--- config.mk ---
export PLATFORM = sky130hd
export DESIGN_NAME = seq_gen
export DESIGN_NICKNAME = d
export VERILOG_FILES = /design/src/rtl/seq_pkg.sv /design/src/rtl/seq_gen.sv
export SDC_FILE = /design/constraint.sdc
export NUM_CORES = 1
export LEC_CHECK = 0
export BUFFER_PORTS_ARGS = -buffer_cell sky130_fd_sc_hd__buf_2
export CAP_MARGIN = 20
export CORE_MARGIN = 4
export CORE_UTILIZATION = 59
export DETAILED_ROUTE_END_ITERATION = 8
export PLACE_DENSITY = 0.94
export SLEW_MARGIN = 0
export SYNTH_ARGS = -nofsm -noshare
export SYNTH_HDL_FRONTEND = slang
export SYNTH_SLANG_ARGS = --single-unit
--- constraint.sdc ---
create_clock -name i_clock -period 3.5 [get_ports i_clock]
set_clock_uncertainty 0.15 [all_clocks]
set_input_delay 0.7 -clock i_clock [delete_from_list [all_inputs] [get_ports i_clock]]
set_output_delay 0.7 -clock i_clock [all_outputs]
set_load 0.02 [all_outputs]
--- src/rtl/seq_pkg.sv ---
// Shared types and default pattern constants for the serial pattern generator and its detector.
package seq_pkg;

   typedef enum logic [1:0] {
      IDLE = 2'd0,
      SEND = 2'd1,
      GAP  = 2'd2,
      FIN  = 2'd3
   } seq_state_t;

   localparam int         DEF_N   = 3;
   localparam logic [2:0] DEF_SEQ = 3'b101;
   localparam int         DEF_RW  = 8;

   // Bit-index width: $clog2(n), but never narrower than one bit.
   function automatic int idx_width(input int n);
      return (n <= 1) ? 1 : $clog2(n);
   endfunction

endpackage

--- src/rtl/seq_gen.sv ---
// Burst serial pattern generator, MSB first, repeat count latched with start.
// Define SEQ_GEN_GAP_EN to insert one idle cycle between repetitions.
//
//   state | meaning
//   IDLE  | waiting for start
//   SEND  | driving pattern bit r_idx
//   GAP   | one idle cycle between repetitions (SEQ_GEN_GAP_EN only)
//   FIN   | done pulse cycle
module seq_gen
   import seq_pkg::*;
#(
   parameter int           N        = DEF_N,
   parameter logic [N-1:0] SEQUENCE = DEF_SEQ,
   parameter int           RW       = DEF_RW
) (
   input  logic          i_clock,
   input  logic          i_reset_n,
   input  logic          i_start,
   input  logic [RW-1:0] i_repeat_cnt,
   input  logic          i_abort,
   output logic          o_data_stream,
   output logic          o_valid,
   output logic          o_busy,
   output logic          o_done
);

   localparam int          IW       = idx_width(N);
   localparam logic [IW-1:0] LAST_IDX = IW'(N - 1);

   seq_state_t    r_state;
   logic [IW-1:0] r_idx;
   logic [RW-1:0] r_rep;
   logic [IW-1:0] w_idx_dec;

   assign w_idx_dec = r_idx - 1'b1;

   always_ff @(posedge i_clock or negedge i_reset_n) begin
      if (!i_reset_n) begin
         r_state       <= IDLE;
         r_idx         <= '0;
         r_rep         <= '0;
         o_data_stream <= 1'b0;
         o_valid       <= 1'b0;
         o_busy        <= 1'b0;
         o_done        <= 1'b0;
      end else if (r_state != IDLE && i_abort) begin
         r_state       <= IDLE;
         o_data_stream <= 1'b0;
         o_valid       <= 1'b0;
         o_busy        <= 1'b0;
         o_done        <= 1'b0;
      end else begin
         case (r_state)
            IDLE: begin
               if (i_start && !i_abort) begin
                  o_busy <= 1'b1;
                  if (i_repeat_cnt != '0) begin
                     r_state       <= SEND;
                     r_rep         <= i_repeat_cnt;
                     r_idx         <= LAST_IDX;
                     o_data_stream <= SEQUENCE[N-1];
                     o_valid       <= 1'b1;
                  end else begin
                     r_state <= FIN;
                     r_rep   <= '0;
                  end
               end
            end
            SEND: begin
               if (r_idx != '0) begin
                  r_idx         <= w_idx_dec;
                  o_data_stream <= SEQUENCE[w_idx_dec];
               end else if (r_rep != RW'(1)) begin
                  r_rep <= r_rep - 1'b1;
`ifdef SEQ_GEN_GAP_EN
                  r_state       <= GAP;
                  o_data_stream <= 1'b0;
                  o_valid       <= 1'b0;
`else
                  r_idx         <= LAST_IDX;
                  o_data_stream <= SEQUENCE[N-1];
`endif
               end else begin
                  r_state       <= FIN;
                  r_rep         <= '0;
                  o_data_stream <= 1'b0;
                  o_valid       <= 1'b0;
                  o_done        <= 1'b1;
               end
            end
            GAP: begin
               r_state       <= SEND;
               r_idx         <= LAST_IDX;
               o_data_stream <= SEQUENCE[N-1];
               o_valid       <= 1'b1;
            end
            FIN: begin
               // A zero-length burst enters FIN with done low and raises it here.
               if (!o_done) begin
                  o_done <= 1'b1;
               end else begin
                  r_state <= IDLE;
                  o_done  <= 1'b0;
                  o_busy  <= 1'b0;
               end
            end
            default: begin
               r_state       <= IDLE;
               o_data_stream <= 1'b0;
               o_valid       <= 1'b0;
               o_busy        <= 1'b0;
               o_done        <= 1'b0;
            end
         endcase
      end
   end

endmodule

**After elaboration in Yosys (flattened, before gate mapping)**

Index checks and enable logic that the tools add are counted.
Widths: inputs -> output; s select.

- Bits in registers: 16
- Input port bits: 12
- Output and inout port bits: 4
- Logic and storage cells: 81

- $add $sub $neg: 2
- Order comparisons: 1
- Equal/unequal tests: 13
- Mux-type cells: 38
- Bitwise logic cells: 1
- Reduce and logical (&&, ||, !) cells: 19

Operator list:

| cell | number |
|---|---|
| $mux 8 | 4 |
| $mux 2 | 10 |
| $ne 3x3->1 const B | 6 |
| $mux 1 | 16 |
| $pmux 8 s2 | 1 |
| $reduce_and 5->1 | 2 |
| $reduce_and 3->1 | 3 |
| $reduce_bool 3->1 | 3 |
| $ne 8x1->1 const B | 1 |
| $pmux 2 s4 | 1 |
| $reduce_and 4->1 | 2 |
| $reduce_bool 8->1 | 1 |
| $sub 8x1->8 const B | 1 |
| $ne 2x2->1 const B | 3 |
| $pmux 1 s3 | 2 |
| $pmux 2 s3 | 1 |
| $reduce_bool 2->1 | 3 |
| $eq 2x2->1 const B | 2 |
| $pmux 1 s2 | 2 |
| $reduce_bool 4->1 | 1 |
| $lt 2x3->1 const B | 1 |
| $bmux 1 s2 | 1 |
| $eq 2x1->1 const B | 1 |
| $logic_and 1x1->1 | 2 |
| other kinds (4) | 4 |

**Depth between registers and ports, before layout**

- Word-level depth: 6
- Depth in mapped cells: 7
- Depth with buffers taken out: 6

**Least setup slack after synthesis**

No wires, ideal clock.

- Path kind: reg-to-reg
- Start point: reg r_idx[0]
- End point: reg r_rep[6]
- Setup time: 129 ps
- Arrival: 1,511 ps
- Required time: 3,221 ps
- Slack: 1,710 ps
- Stages on the path, launching flop included: 8
- Buffers on the path: 1
- Period minus slack after synthesis: 1,790 ps
- Cells stage by stage: dfrtp_1 inv_1 ha_1 mux2i_1 or3_1 buf_2 o21ai_0 o21ai_0

- Longest elaborated chain between the ends: 3

Ends and longest elaborated chain:

| element | RTL line | source |
|---|---|---|
| start: declaration | seq_gen.sv:31 | `logic [IW-1:0] r_idx;` |
| start signal: assignment | seq_gen.sv:71 | `r_idx <= w_idx_dec;` |
| $reduce_bool 2->1 | seq_gen.sv:70 | `if (r_idx != '0) begin` |
| $ne 2x2->1 (no line) | n/a |  |
| $reduce_and 4->1 (no line) | n/a |  |
| end signal: assignment | seq_gen.sv:59 | `r_rep <= i_repeat_cnt;` |
| end signal: assignment | seq_gen.sv:74 | `r_rep <= r_rep - 1'b1;` |
| end: declaration | seq_gen.sv:32 | `logic [RW-1:0] r_rep;` |

Every way passes these cells.
A chain may end at the register's enable or synchronous reset.

**Worst setup path after layout**

- Start point: reg r_state[1]
- End point: reg r_rep[5]

- Longest elaborated chain between the ends: 4
- Elaborated cells on any way between the ends: 10
- Classes of those cells: eq/ne: 3; mux: 1; bitwise: 1; reduce/logical: 5

Ends and longest elaborated chain:

| element | RTL line | source |
|---|---|---|
| start: declaration | seq_gen.sv:30 | `seq_state_t r_state;` |
| start signal: assignment | seq_gen.sv:39 | `r_state <= IDLE;` |
| start signal: assignment | seq_gen.sv:47 | `r_state <= IDLE;` |
| start signal: assignment | seq_gen.sv:58 | `r_state <= SEND;` |
| branches (longest 4 deep; another with $reduce_and 4->1) | n/a |  |

Parallel ways; which one is timed is not known.

==> flow_summary.ini <==
[sta]
worst_pin_slew_ns = 0.6065
finalHoldViolations = 0
fin_crit_ns = 2.108
max_freq_mhz = 474.4
setup_viol = 0
hold_ws_ns = 0.1658
max_slew_margin = 0.5926
grt_setup_unrepaired = no
min_period_over_period = 0.6022
tns_ns = 0
slew_viol_final = 0

[yosys]
synth_xor_area_frac = 0
synth_nets = 128
synth_common_cells = dfrtp_1 (16), o21ai_0 (11), a21oi_1 (9), inv_1 (9)
synth-seq-cells = 16
netlist_area_mm2 = 0.001030
synth-main-ff-cell = dfrtp_1
synth_top_area_share = 0.3888
syn_inst = 112
syn_avg_cell_area_um2 = 9.194
synth.area.mux_share = 0.009721
yosysTopAreaCell = dfrtp_1
synth_top_family_by_area = compound AO/OA/AOI/OAI gates
synth_enable_flop_cells = 0
yosysMostFrequentCell = dfrtp_1
synth_area_leaders = dfrtp_1 (39%), o21ai_0 (5.3%), ha_1 (4.9%)
synth_cell_types = 36
synth_compound_area_frac = 0.2977
synthAdderAreaFrac = 0.04860
yosys_warnings = 0
synth-seq-area-share = 0.3888
async_flop_share = 1.000
synthSimpleGateAreaFrac = 0.1981

[grt]
globalRouteTotalUtil = 0.1920
gr-total-overflow = 0
grt_max_degree = 18
antenna_found_initial = 0
grt_pass1_wl_um = 3726
grt_pass1_vias = 886

[placement]
portBuffers = 15
hpwl_um = 1640
gp_congestion = 0.9102

[pwr]
p_leak_nw = 0.4792
pwr_density_cell_mw_per_mm2 = 487.9
vdd_drop_max_v = 0.0003653

[critical_path]
cpPeakStageDelay_ns = 0.51
start_kind = flip-flop
critPathSlowestCell = dfrtp_1
crit_type = flip-flop to flip-flop
path_max_fanout = 17
crit_family = compound AO/OA/AOI/OAI gates
worstPathArrival_ns = 2.15
required_ns = 3.54
cp.buffers_inverters = 0
crit_chain = nand2b_1 > a21oi_1 > a32oi_1 > o21ai_0
cp-end-kind = flip-flop

[clock_tree]
cts.clk_slew.worst_paths_ns = 0.09
cts_root_buf = clkbuf_4
postCtsHoldBufs = 0
cts_tree = done
post_cts_resized = 0
cts_made_buffers = 3
clk_path_buf_depth = 2
cts_setup_buffers = 0
htree_levels = 1
clk_latency_ns = 0.28
cts_sinks = 16

[die]
io_pins = 16
start_util = 0.6532
row_count = 14
fp.dieW_um = 49.78
die_h_um = 49.78
dieArea_mm2 = 0.002478
core_region_area_mm2 = 0.001577

[route]
wire_per_inst_um = 15.34
wirelength_um = 2147
drc = 0
vias = 938
drtIter0Drc = 59
ant_nets = 0
first_pass_iters = 4
avgViaCountPerCell = 6.700

[min_path]
hp-class = input port to async pin

[finish]
regArea_um2 = 400.4
fin_nets = 142
multi_input_area_um2 = 570.5
nFillCells = 115
insertedDiodeCount = 0
layout-drive-gt1-share = 0.1935
area_delta_synth_final_pct = 8.992

[flow_run]
maxCapViolCount = 0

[outcome]
outcome = finished, final reports clean
-- power breakdown --
part	switching, mW	internal (mW)
clock	0.0532	0.0399
combinational	0.106	0.0767
sequential	0.0456	0.226
-- placed cells by master (no fill, tap or decap), types with 4 or more instances in the layout --
master	synthesis	routed
a21oi_1	9	9
a32oi_1	5	5
buf_2	1	15
dfrtp_1	16	16
ha_1	4	4
inv_1	9	9
nand2_1	4	4
nand2b_1	4	4
nor2_1	5	5
nor3_1	5	5
o21ai_0	11	11
o2bb2ai_1	4	4
-- kinds of logic (layout without fill, tap and decap cells) --
family / Yosys count / after routing
multiplexers: 1 / 1
adder cells (fa/ha/maj): 4 / 4
AO/OA/AOI/OAI: 44 / 44
buffers and inverters: 15 / 27
flip-flops: 16 / 16
AND/OR/NAND/NOR: 32 / 32
-- worst paths after layout --
check                      cells after the start  slack [ns]          start             to
setup / recovery                               4        1.39     r_state[1]       r_rep[5]
setup reg to reg                               4        1.39     r_state[1]       r_rep[5]
min in group i_clock                           1        0.35  o_data_stream  o_data_stream
max in group asynchronous                      1        2.77      i_reset_n       r_rep[5]
hold / removal                                 1        0.17      i_reset_n         o_done
hold reg to reg                                1        0.35  o_data_stream  o_data_stream
-- cell type report --
class | instances | area share
multi-input combinational | 81 | 0.5084
sequential | 16 | 0.3567
timing repair buffer | 15 | 0.06689
inverter | 9 | 0.03010
clock buffer | 3 | 0.02007
tap | 16 | 0.01784
-- routing by layer --
layer	track usage	vias up	routed length (um)
li1	-	450	-
met1	0.2348	436	846
met2	0.3326	46	1085
met3	0.04518	6	183
met4	0.05530	0	31
met5	0	-	0
-- state kept, by name, indices dropped and copies added, names as in the netlist --
signal         count
o_valid            1
o_busy             1
r_state            2
r_rep              8
o_data_stream      1
r_idx              2
o_done             1
-- stage by stage --
step	instances	instance area, um^2	utilization	setup WS (ns)	total power [mW]
after floorplan	112	1030	-	1.710	0.4056
after detailed placement	137	1100	0.6976	1.442	0.4562
after CTS	140	1122	0.7119	1.439	0.5519
after global routing	140	1122	0.7119	1.287	0.5881
final	140	1122	0.7119	1.392	0.5476
after global placement	137	1100	0.6976	1.498	0.4471
-- worst reg2reg max path, delay by kind of cell, from the launching register on --
family	cells	cell delay, ns
flip-flops	1	0.51
AO/OA/AOI/OAI	3	0.90
AND/OR/NAND/NOR	1	0.45
Power figures use the tool's default switching activity.
